===== src/rtl/skid_fifo.sv =====
// skid_fifo: synchronous FIFO whose head entry lives in a dedicated output
// register, so rdata is always driven straight from a flop. The remaining
// DEPTH-1 entries sit in a circular buffer behind it. Occupancy, full,
// empty and a programmable almost-full flag are all registered.
module skid_fifo #(
  parameter int WIDTH        = 8,
  parameter int DEPTH        = 4,
  parameter int AFULL_THRESH = DEPTH - 1,
  parameter int W_LEVEL      = $clog2(DEPTH + 1)
) (
  input  logic               clk,
  input  logic               rst_n,
  input  logic [WIDTH-1:0]   wdata,
  input  logic               wen,
  output logic [WIDTH-1:0]   rdata,
  input  logic               ren,
  input  logic               flush,
  output logic               full,
  output logic               empty,
  output logic               almost_full,
  output logic [W_LEVEL-1:0] level
);

  // The circular buffer holds everything except the head entry.
  localparam int BUF_DEPTH = DEPTH - 1;
  // With a single buffer entry the pointers are constant 0 but keep one bit.
  localparam int W_PTR = (BUF_DEPTH > 1) ? $clog2(BUF_DEPTH) : 1;

  localparam logic [W_PTR-1:0]   PTR_LAST  = W_PTR'(BUF_DEPTH - 1);
  localparam logic [W_LEVEL-1:0] LEVEL_MAX = W_LEVEL'(DEPTH);
  localparam logic [W_LEVEL-1:0] LEVEL_AF  = W_LEVEL'(AFULL_THRESH);
  localparam logic [W_LEVEL-1:0] LEVEL_ONE = W_LEVEL'(1);
  localparam logic [W_LEVEL-1:0] LEVEL_TWO = W_LEVEL'(2);

  // Advance a buffer pointer, wrapping explicitly because BUF_DEPTH need
  // not be a power of two.
  function automatic logic [W_PTR-1:0] ptr_inc(input logic [W_PTR-1:0] p);
    if (p == PTR_LAST) begin
      return '0;
    end
    return p + W_PTR'(1);
  endfunction

  logic [WIDTH-1:0]   mem [BUF_DEPTH];
  logic [W_PTR-1:0]   rptr;
  logic [W_PTR-1:0]   wptr;

  logic               push;
  logic               pop;
  logic               head_from_wdata;
  logic               head_from_buf;
  logic               buf_write;
  logic [W_LEVEL-1:0] level_next;

  // Decide what moves this cycle. Illegal requests (push when full, pop when
  // empty) are masked so they cannot disturb state. The head takes wdata
  // directly when the FIFO is empty or when the only resident entry is
  // being popped; otherwise the head refills from the buffer on a pop and
  // new data lands in the buffer.
  always_comb begin
    push            = wen && !full;
    pop             = ren && !empty;
    head_from_wdata = 1'b0;
    head_from_buf   = 1'b0;
    buf_write       = 1'b0;
    level_next      = level;

    if (flush) begin
      level_next = '0;
    end else begin
      head_from_wdata = push && ((level == '0) || (pop && (level == LEVEL_ONE)));
      head_from_buf   = pop && (level >= LEVEL_TWO);
      buf_write       = push && !head_from_wdata;
      level_next      = level + W_LEVEL'(push) - W_LEVEL'(pop);
    end
  end

  // Head register, pointers, occupancy and flags. Flags are derived from
  // the next level so they are registered alongside it.
  always_ff @(posedge clk or negedge rst_n) begin
    if (!rst_n) begin
      rdata       <= '0;
      rptr        <= '0;
      wptr        <= '0;
      level       <= '0;
      empty       <= 1'b1;
      full        <= 1'b0;
      almost_full <= 1'b0;
    end else begin
      level       <= level_next;
      empty       <= (level_next == '0);
      full        <= (level_next == LEVEL_MAX);
      almost_full <= (level_next >= LEVEL_AF);

      if (flush) begin
        rptr <= '0;
        wptr <= '0;
      end else begin
        if (head_from_wdata) begin
          rdata <= wdata;
        end else if (head_from_buf) begin
          rdata <= mem[rptr];
        end
        if (head_from_buf) begin
          rptr <= ptr_inc(rptr);
        end
        if (buf_write) begin
          wptr <= ptr_inc(wptr);
        end
      end
    end
  end

  // Circular buffer storage behind the head register.
  always_ff @(posedge clk or negedge rst_n) begin
    if (!rst_n) begin
      for (int i = 0; i < BUF_DEPTH; i++) begin
        mem[i] <= '0;
      end
    end else if (buf_write) begin
      mem[wptr] <= wdata;
    end
  end

`ifdef FORMAL
  // Usage rules on the requesters and internal consistency of the flags.
  a_no_push_full:  assert property (@(posedge clk) disable iff (!rst_n) !(wen && full));
  a_no_pop_empty:  assert property (@(posedge clk) disable iff (!rst_n) !(ren && empty));
  a_full_empty:    assert property (@(posedge clk) disable iff (!rst_n) !(full && empty));
  a_level_range:   assert property (@(posedge clk) disable iff (!rst_n) level <= LEVEL_MAX);
  a_empty_level:   assert property (@(posedge clk) disable iff (!rst_n) empty == (level == '0));
  a_full_level:    assert property (@(posedge clk) disable iff (!rst_n) full == (level == LEVEL_MAX));
  a_afull_level:   assert property (@(posedge clk) disable iff (!rst_n) almost_full == (level >= LEVEL_AF));
`endif

endmodule


===== config.mk =====
export PLATFORM = sky130hd
export DESIGN_NAME = skid_fifo
export DESIGN_NICKNAME = d
export VERILOG_FILES = /design/src/rtl/skid_fifo.sv
export SDC_FILE = /design/constraint.sdc
export NUM_CORES = 1
export LEC_CHECK = 0
export ABC_AREA = 1
export BUFFER_PORTS_ARGS = -buffer_cell sky130_fd_sc_hd__buf_4
export CORE_ASPECT_RATIO = 0.6
export CORE_MARGIN = 2
export CORE_UTILIZATION = 43
export CTS_BUF_LIST = sky130_fd_sc_hd__clkbuf_16
export CTS_CLUSTER_SIZE = 30
export DETAILED_ROUTE_END_ITERATION = 6
export GPL_ROUTABILITY_DRIVEN = 0
export GPL_TIMING_DRIVEN = 0
export HOLD_SLACK_MARGIN = 0.03
export SETUP_SLACK_MARGIN = 0.2
export SLEW_MARGIN = 20
export SYNTH_ARGS = -nofsm -noshare
export SYNTH_HDL_FRONTEND = slang
export SYNTH_SLANG_ARGS = --single-unit

===== constraint.sdc =====
create_clock -name clk -period 2.8 [get_ports clk]
set_clock_uncertainty 0.1 [all_clocks]
set_input_delay 0.28 -clock clk [delete_from_list [all_inputs] [get_ports clk]]
set_output_delay 0.28 -clock clk [all_outputs]
set_load 0.1 [all_outputs]

==> flow_summary.yaml, run 1 <==
grt:
  grt_antenna_before_repair: 0
  grt_max_degree: 43
  grt_pass1_wl_um: 8140
  grt_pass1_vias: 1530
  grtUsageTotal_pct: 20.3
  grt-ovfl-total: 0
place:
  preCtsSetupSlack_ps: 482
  io_buffers: 26
  hpwlAfterDp_um: 3480
power_and_ir_drop:
  p_per_area_nw_per_um2: 1310
  peakVddDrop_mv: 0.450
  p_leak_uw: 0.00130
min_path:
  whs_path_depth: 2
  holdPathEnd: "level[0]"
  min_from: "flush"
  holdCritPathClass: "input pin to register"
cts:
  cts_buffers: 5
  root_buffer: "clkbuf_16"
  clock_path_buffers: 2
  cts_hold_buf: 1
  clkSinkCount: 42
  clk_pin_slew_ps: 60
  cts_resized: 0
  h-tree-depth: 2
  cts_tree: "built"
  insertion_delay_ps: 280
  postCtsSetupRepairBufs: 0
routing:
  drt.antenna.violating_nets: 0
  vias: 1596
  drt-initial-drc-count: 152
  vias_per_cell: 4.88
  drt_pass1_iterations: 4
  wirelength_um: 4750
  wl_per_cell_um: 14.5
  drc: 0
timing:
  finalSetupViolCount: 0
  fmax_mhz: 423
  tns_ps: 0
  slew_headroom_pct: 61.9
  rsz0062_at_grt: "no"
  hold_slack_ps: 93.8
  setup_ws_ps: 434
  hold_violations: 0
  final_max_slew_viol_count: 0
  final.period_utilization_pct: 84.5
  tightest_slew_ps: 570
  min_period_ps: 2370
synthesis:
  ys_ff_latch: 42
  yosysSeqAreaShare_pct: 50.7
  syn_area_um2: 2070
  synth_cells: 229
  avgSynthCellArea_um2: 9.06
  syn_nets: 246
  yosysWarningCount: 0
  ys_types: 24
worst_setup_path:
  crit_required_ps: 2900
  r2r-start: "empty"
  cp-end-kind: "register"
  cpPeakStageDelay_ps: 530
  critPathLaunchType: "register"
  cp_cell_sequence: "inv_1 -> nand2_1 -> inv_1 -> ha_1 -> inv_1 -> ha_1 -> inv_1 -> fa_1 -> nand2_1 -> nand2_1 -> nor2_1 -> inv_1 -> nor2_1"
  cpMostUsedCell: "inv_1"
  ff2ff_path_depth: 13
  r2r_setup_slack_ps: 430
  crit_fanout: 3
  rr_endpoint: "full"
  crit_type: "register to register"
  cp_slowest_cell: "dfstp_2"
  cp.arrival_ps: 2470
run:
  cap_violations: 0
run_status:
  status: "finished clean"
final_layout:
  drive_above_1_share_pct: 22.3
  area_delta_synth_final_pct: 22.8
  n_antenna_cell: 0
  final_cell_mix: "56 x nand2_1, 41 x dfrtp_1, 38 x nand3_1"
  final_common_cell: "nand2_1"
  finalCoreUtilization_pct: 55.2
  final_nets: 280
floorplanning:
  core-area_um2: 4610
  num_io_pins: 27
  initial_core_util_pct: 45.0
  die_area_um2: 5410
  die_x_um: 93.7
  die_h_um: 57.8
  rows: 19
==> registers in the layout (all words and copies together), names as in the netlist <==
| name | cells |
|---|---|
| mem | 24 |
| wptr | 2 |
| empty | 1 |
| full | 1 |
| level | 3 |
| rptr | 2 |
| almost_full | 1 |
| rdata | 8 |
==> metrics by stage <==
stage	std cells	area, um2	power (uW)
6_report	327	2550	3340
5_1_grt	327	2550	3560
4_1_cts	327	2550	3370
3_5_place_dp	318	2350	2610
3_3_place_gp	318	2350	2600
2_1_floorplan	229	2070	2250
==> cells by family (layout without fill, tap and decap cells) <==
group | after synthesis | count (layout) | synth area share, %
adder cells (fa/ha/maj) | 4 | 4 | 2.77
buffers and inverters | 30 | 65 | 7.48
AO/OA/AOI/OAI | 28 | 28 | 8.26
flip-flops | 42 | 42 | 50.7
AND/OR/NAND/NOR | 125 | 125 | 30.8
==> metal layers <==
metal | global-route usage [%] | share of wire (%) | up-vias
met5 | 0 | 0 | -
met4 | 6.21 | 1.2 | 0
met3 | 4.03 | 3.9 | 7
met2 | 25.4 | 38 | 28
met1 | 34.4 | 57 | 736
li1 | - | - | 825
==> worst max-delay path: cells and delay by family (launching register included) <==
kind | cells | cell delay [ps]
fa+ha+maj | 3 | 800
buf+inv | 5 | 320
simple gates | 5 | 530
flops | 1 | 530
==> layout make-up <==
| class | instances | area, um2 |
|---|---|---|
| Timing Repair Buffer | 27 | 205 |
| Clock buffer | 5 | 125 |
| Fill cell | 432 | 2060 |
| Inverter | 24 | 90.1 |
| Clock inverter | 3 | 63.8 |
| Buffer | 6 | 65.1 |
| Sequential cell | 42 | 1050 |
| Multi-Input combinational cell | 157 | 867 |
| Tap cell | 63 | 78.8 |
==> worst max path at each step <==
stage	to	depth (start not counted)	slack (ps)	from
2_1_floorplan	full	13	280	empty
3_3_place_gp	full	13	490	empty
3_5_place_dp	full	13	480	empty
4_1_cts	full	13	440	empty
5_1_grt	full	13	210	empty
6_report	full	13	430	empty
==> Yosys cell counts (all sizes together) <==
cell type	number	area share (%)
nand3b	1	0.97
nor2	15	3.9
o21ai	26	7.7
a21oi	1	0.24
ha	3	1.8
nand2	60	12
o22ai	1	0.30
dfrtp	41	49
inv	24	4.3
nand3	41	12
dfstp	1	1.3
nand4	8	2.4
buf	6	3.1
fa	1	0.97
==> power by group <==
part	internal (uW)	total [uW]	switching, uW
Combinational	422	1600	1180
Clock	507	736	228
Sequential	848	1010	161
Total	1780	3340	1570
No activity file was read; power rests on OpenSTA's default activity.
==> run 2: changes to the inputs <==
==> constraint.sdc (replaced) <==
create_clock -name clk -period 2.46 [get_ports clk]
set_clock_uncertainty 0.1 [all_clocks]
set_input_delay 0.246 -clock clk [delete_from_list [all_inputs] [get_ports clk]]
set_output_delay 0.246 -clock clk [all_outputs]
set_load 0.1 [all_outputs]
==> run 2 against run 1 <==
Via count rose by 4.4%. Die area did not move. Flip-flop and latch count did not move. Cell area rose by 0.79%. Critical path depth fell by 3. Hold slack got worse by 1.9 ps. Power rose by 11%. Sequential share of layout area fell by 0.13 points. Largest power group unchanged. Register-to-register slack got worse by 150 ps. First-iteration DRC count fell by 22%.
==> flow_summary.yaml, run 2 (synthesized netlist as in run 1, its figures left out) <==
run_status:
  status: "finished clean"
routing:
  wirelength_um: 4990
  wl_per_cell_um: 15.3
  drt_pass1_iterations: 4
  vias: 1666
  drt.antenna.violating_nets: 0
  drt-initial-drc-count: 118
  drc: 0
  vias_per_cell: 5.09
cts:
  cts_tree: "built"
  root_buffer: "clkbuf_16"
  clkSinkCount: 42
  clk_pin_slew_ps: 50
  insertion_delay_ps: 280
  h-tree-depth: 2
  clock_path_buffers: 2
  cts_buffers: 5
final_layout:
  drive_above_1_share_pct: 28.0
  area_delta_synth_final_pct: 23.8
  regMostFlops: "mem"
  largest_reg_flops: 24
  finalCoreUtilization_pct: 55.7
  final_common_cell: "nand2_1"
  final_cell_mix: "53 x nand2_1, 40 x dfrtp_1, 38 x nand3_1"
  fill_cells: 455
  final_nets: 281
  n_antenna_cell: 0
  top_regs: "mem (24), rdata (8), level (3)"
timing:
  finalSetupViolCount: 0
  rsz0062_at_grt: "no"
  tightest_slew_ps: 535
  fmax_mhz: 459
  slew_headroom_pct: 64.2
  final.period_utilization_pct: 88.5
  min_period_ps: 2180
  final_max_slew_viol_count: 0
  hold_violations: 0
  tns_ps: 0
power_and_ir_drop:
  p_per_area_nw_per_um2: 1450
  p_leak_uw: 0.00128
  peakVddDrop_mv: 0.438
worst_setup_path:
  worstSetupStartpoint: "empty"
  rr_endpoint: "full"
  cpPeakStageDelay_ps: 610
  crit_type: "register to register"
  setup.worst_path.end: "full"
  ff2ff_path_depth: 10
  cp_slowest_cell: "dfstp_4"
  r2r-start: "empty"
  crit_required_ps: 2520
  critPathLaunchType: "register"
  cp-end-kind: "register"
  crit_fanout: 2
  r2r_setup_slack_ps: 280
  cp.arrival_ps: 2240
  cpMostUsedCell: "inv_2"
  cp_cell_sequence: "inv_2 -> nand2_4 -> inv_2 -> ha_4 -> inv_2 -> ha_4 -> inv_2 -> fa_2 -> a21oi_2 -> nor2_2"
grt:
  grt_pass1_vias: 1605
  grt_max_degree: 43
  grt_antenna_before_repair: 0
  grt_pass1_wl_um: 8420
  grt-ovfl-total: 0
  grtUsageTotal_pct: 20.9
run:
  cap_violations: 0
place:
  hpwlAfterDp_um: 3650
  io_buffers: 26
floorplanning:
  die_x_um: 93.7
  die_h_um: 57.8
  core-area_um2: 4610
  die_area_um2: 5410
  num_io_pins: 27
  rows: 19
  initial_core_util_pct: 45.0
min_path:
  holdCritPathClass: "input pin to register"
==> run 2: power by group <==
group          internal (uW)  leakage [uW]  total [uW]  switching [uW]
logic                    542      0.000661        1960            1410
clock network            363     0.0000723         609             247
registers                972      0.000547        1160             186
==> run 2: worst min path at each step <==
stage | start | to | slack (ps) | cells past startpoint
finish | flush | level[1] | 90 | 2
global route | flush | level[1] | 90 | 2
CTS | flush | level[0] | 80 | 2
detailed placement | rst_n | mem[12] | 170 | 1
global placement | rst_n | mem[12] | 180 | 1
floorplan | rst_n | almost_full | -150 | 0
==> run 2: worst max-delay path, delay by kind of cell (launching register included) <==
kind                     cells  cell delay [ps]
adder cells (fa/ha/maj)      3              870
AO/OA/AOI/OAI                1              200
AND/OR/NAND/NOR              2              110
flip-flops                   1              610
buffers and inverters        4              160
==> run 2: area by class of cell <==
type	instances	area [um2]	area share [%]
Sequential cell	42	1060	41.2
Inverter	24	90.1	3.51
Clock buffer	5	125	4.87
Tap cell	63	78.8	3.07
Clock inverter	2	7.51	0.292
Multi-Input combinational cell	157	931	36.3
Timing Repair Buffer	28	213	8.28
Buffer	6	65.1	2.53
==> run 2: timing repair <==
action | 4_1_cts | 5_1_grt
pin swaps | 0 | 5
hold endpoints to repair | 41 | 0
hold buffers | 1 | 0
setup endpoints to repair | 1 | 2
gates resized for setup | 1 | 7
buffers inserted | 0 | 1
==> run 2: routing by layer <==
layer | part of all wire [%] | global-route usage, %
met1 | 52 | 33.2
met4 | 0.46 | 4.97
met3 | 9.5 | 6.63
met2 | 38 | 27.4
met5 | 0 | 0
==> run 2: stage by stage <==
stage	cell area, um2	cells	total power (uW)	hold WS [ps]	worst slack (ps)
after global routing	2570	327	3970	94.9	216
after CTS	2540	326	3690	76.0	201
after floorplan	2120	229	2620	-150	164
final	2570	327	3720	91.9	284
after global placement	2390	318	3030	180	220
after detailed placement	2390	318	3060	170	211
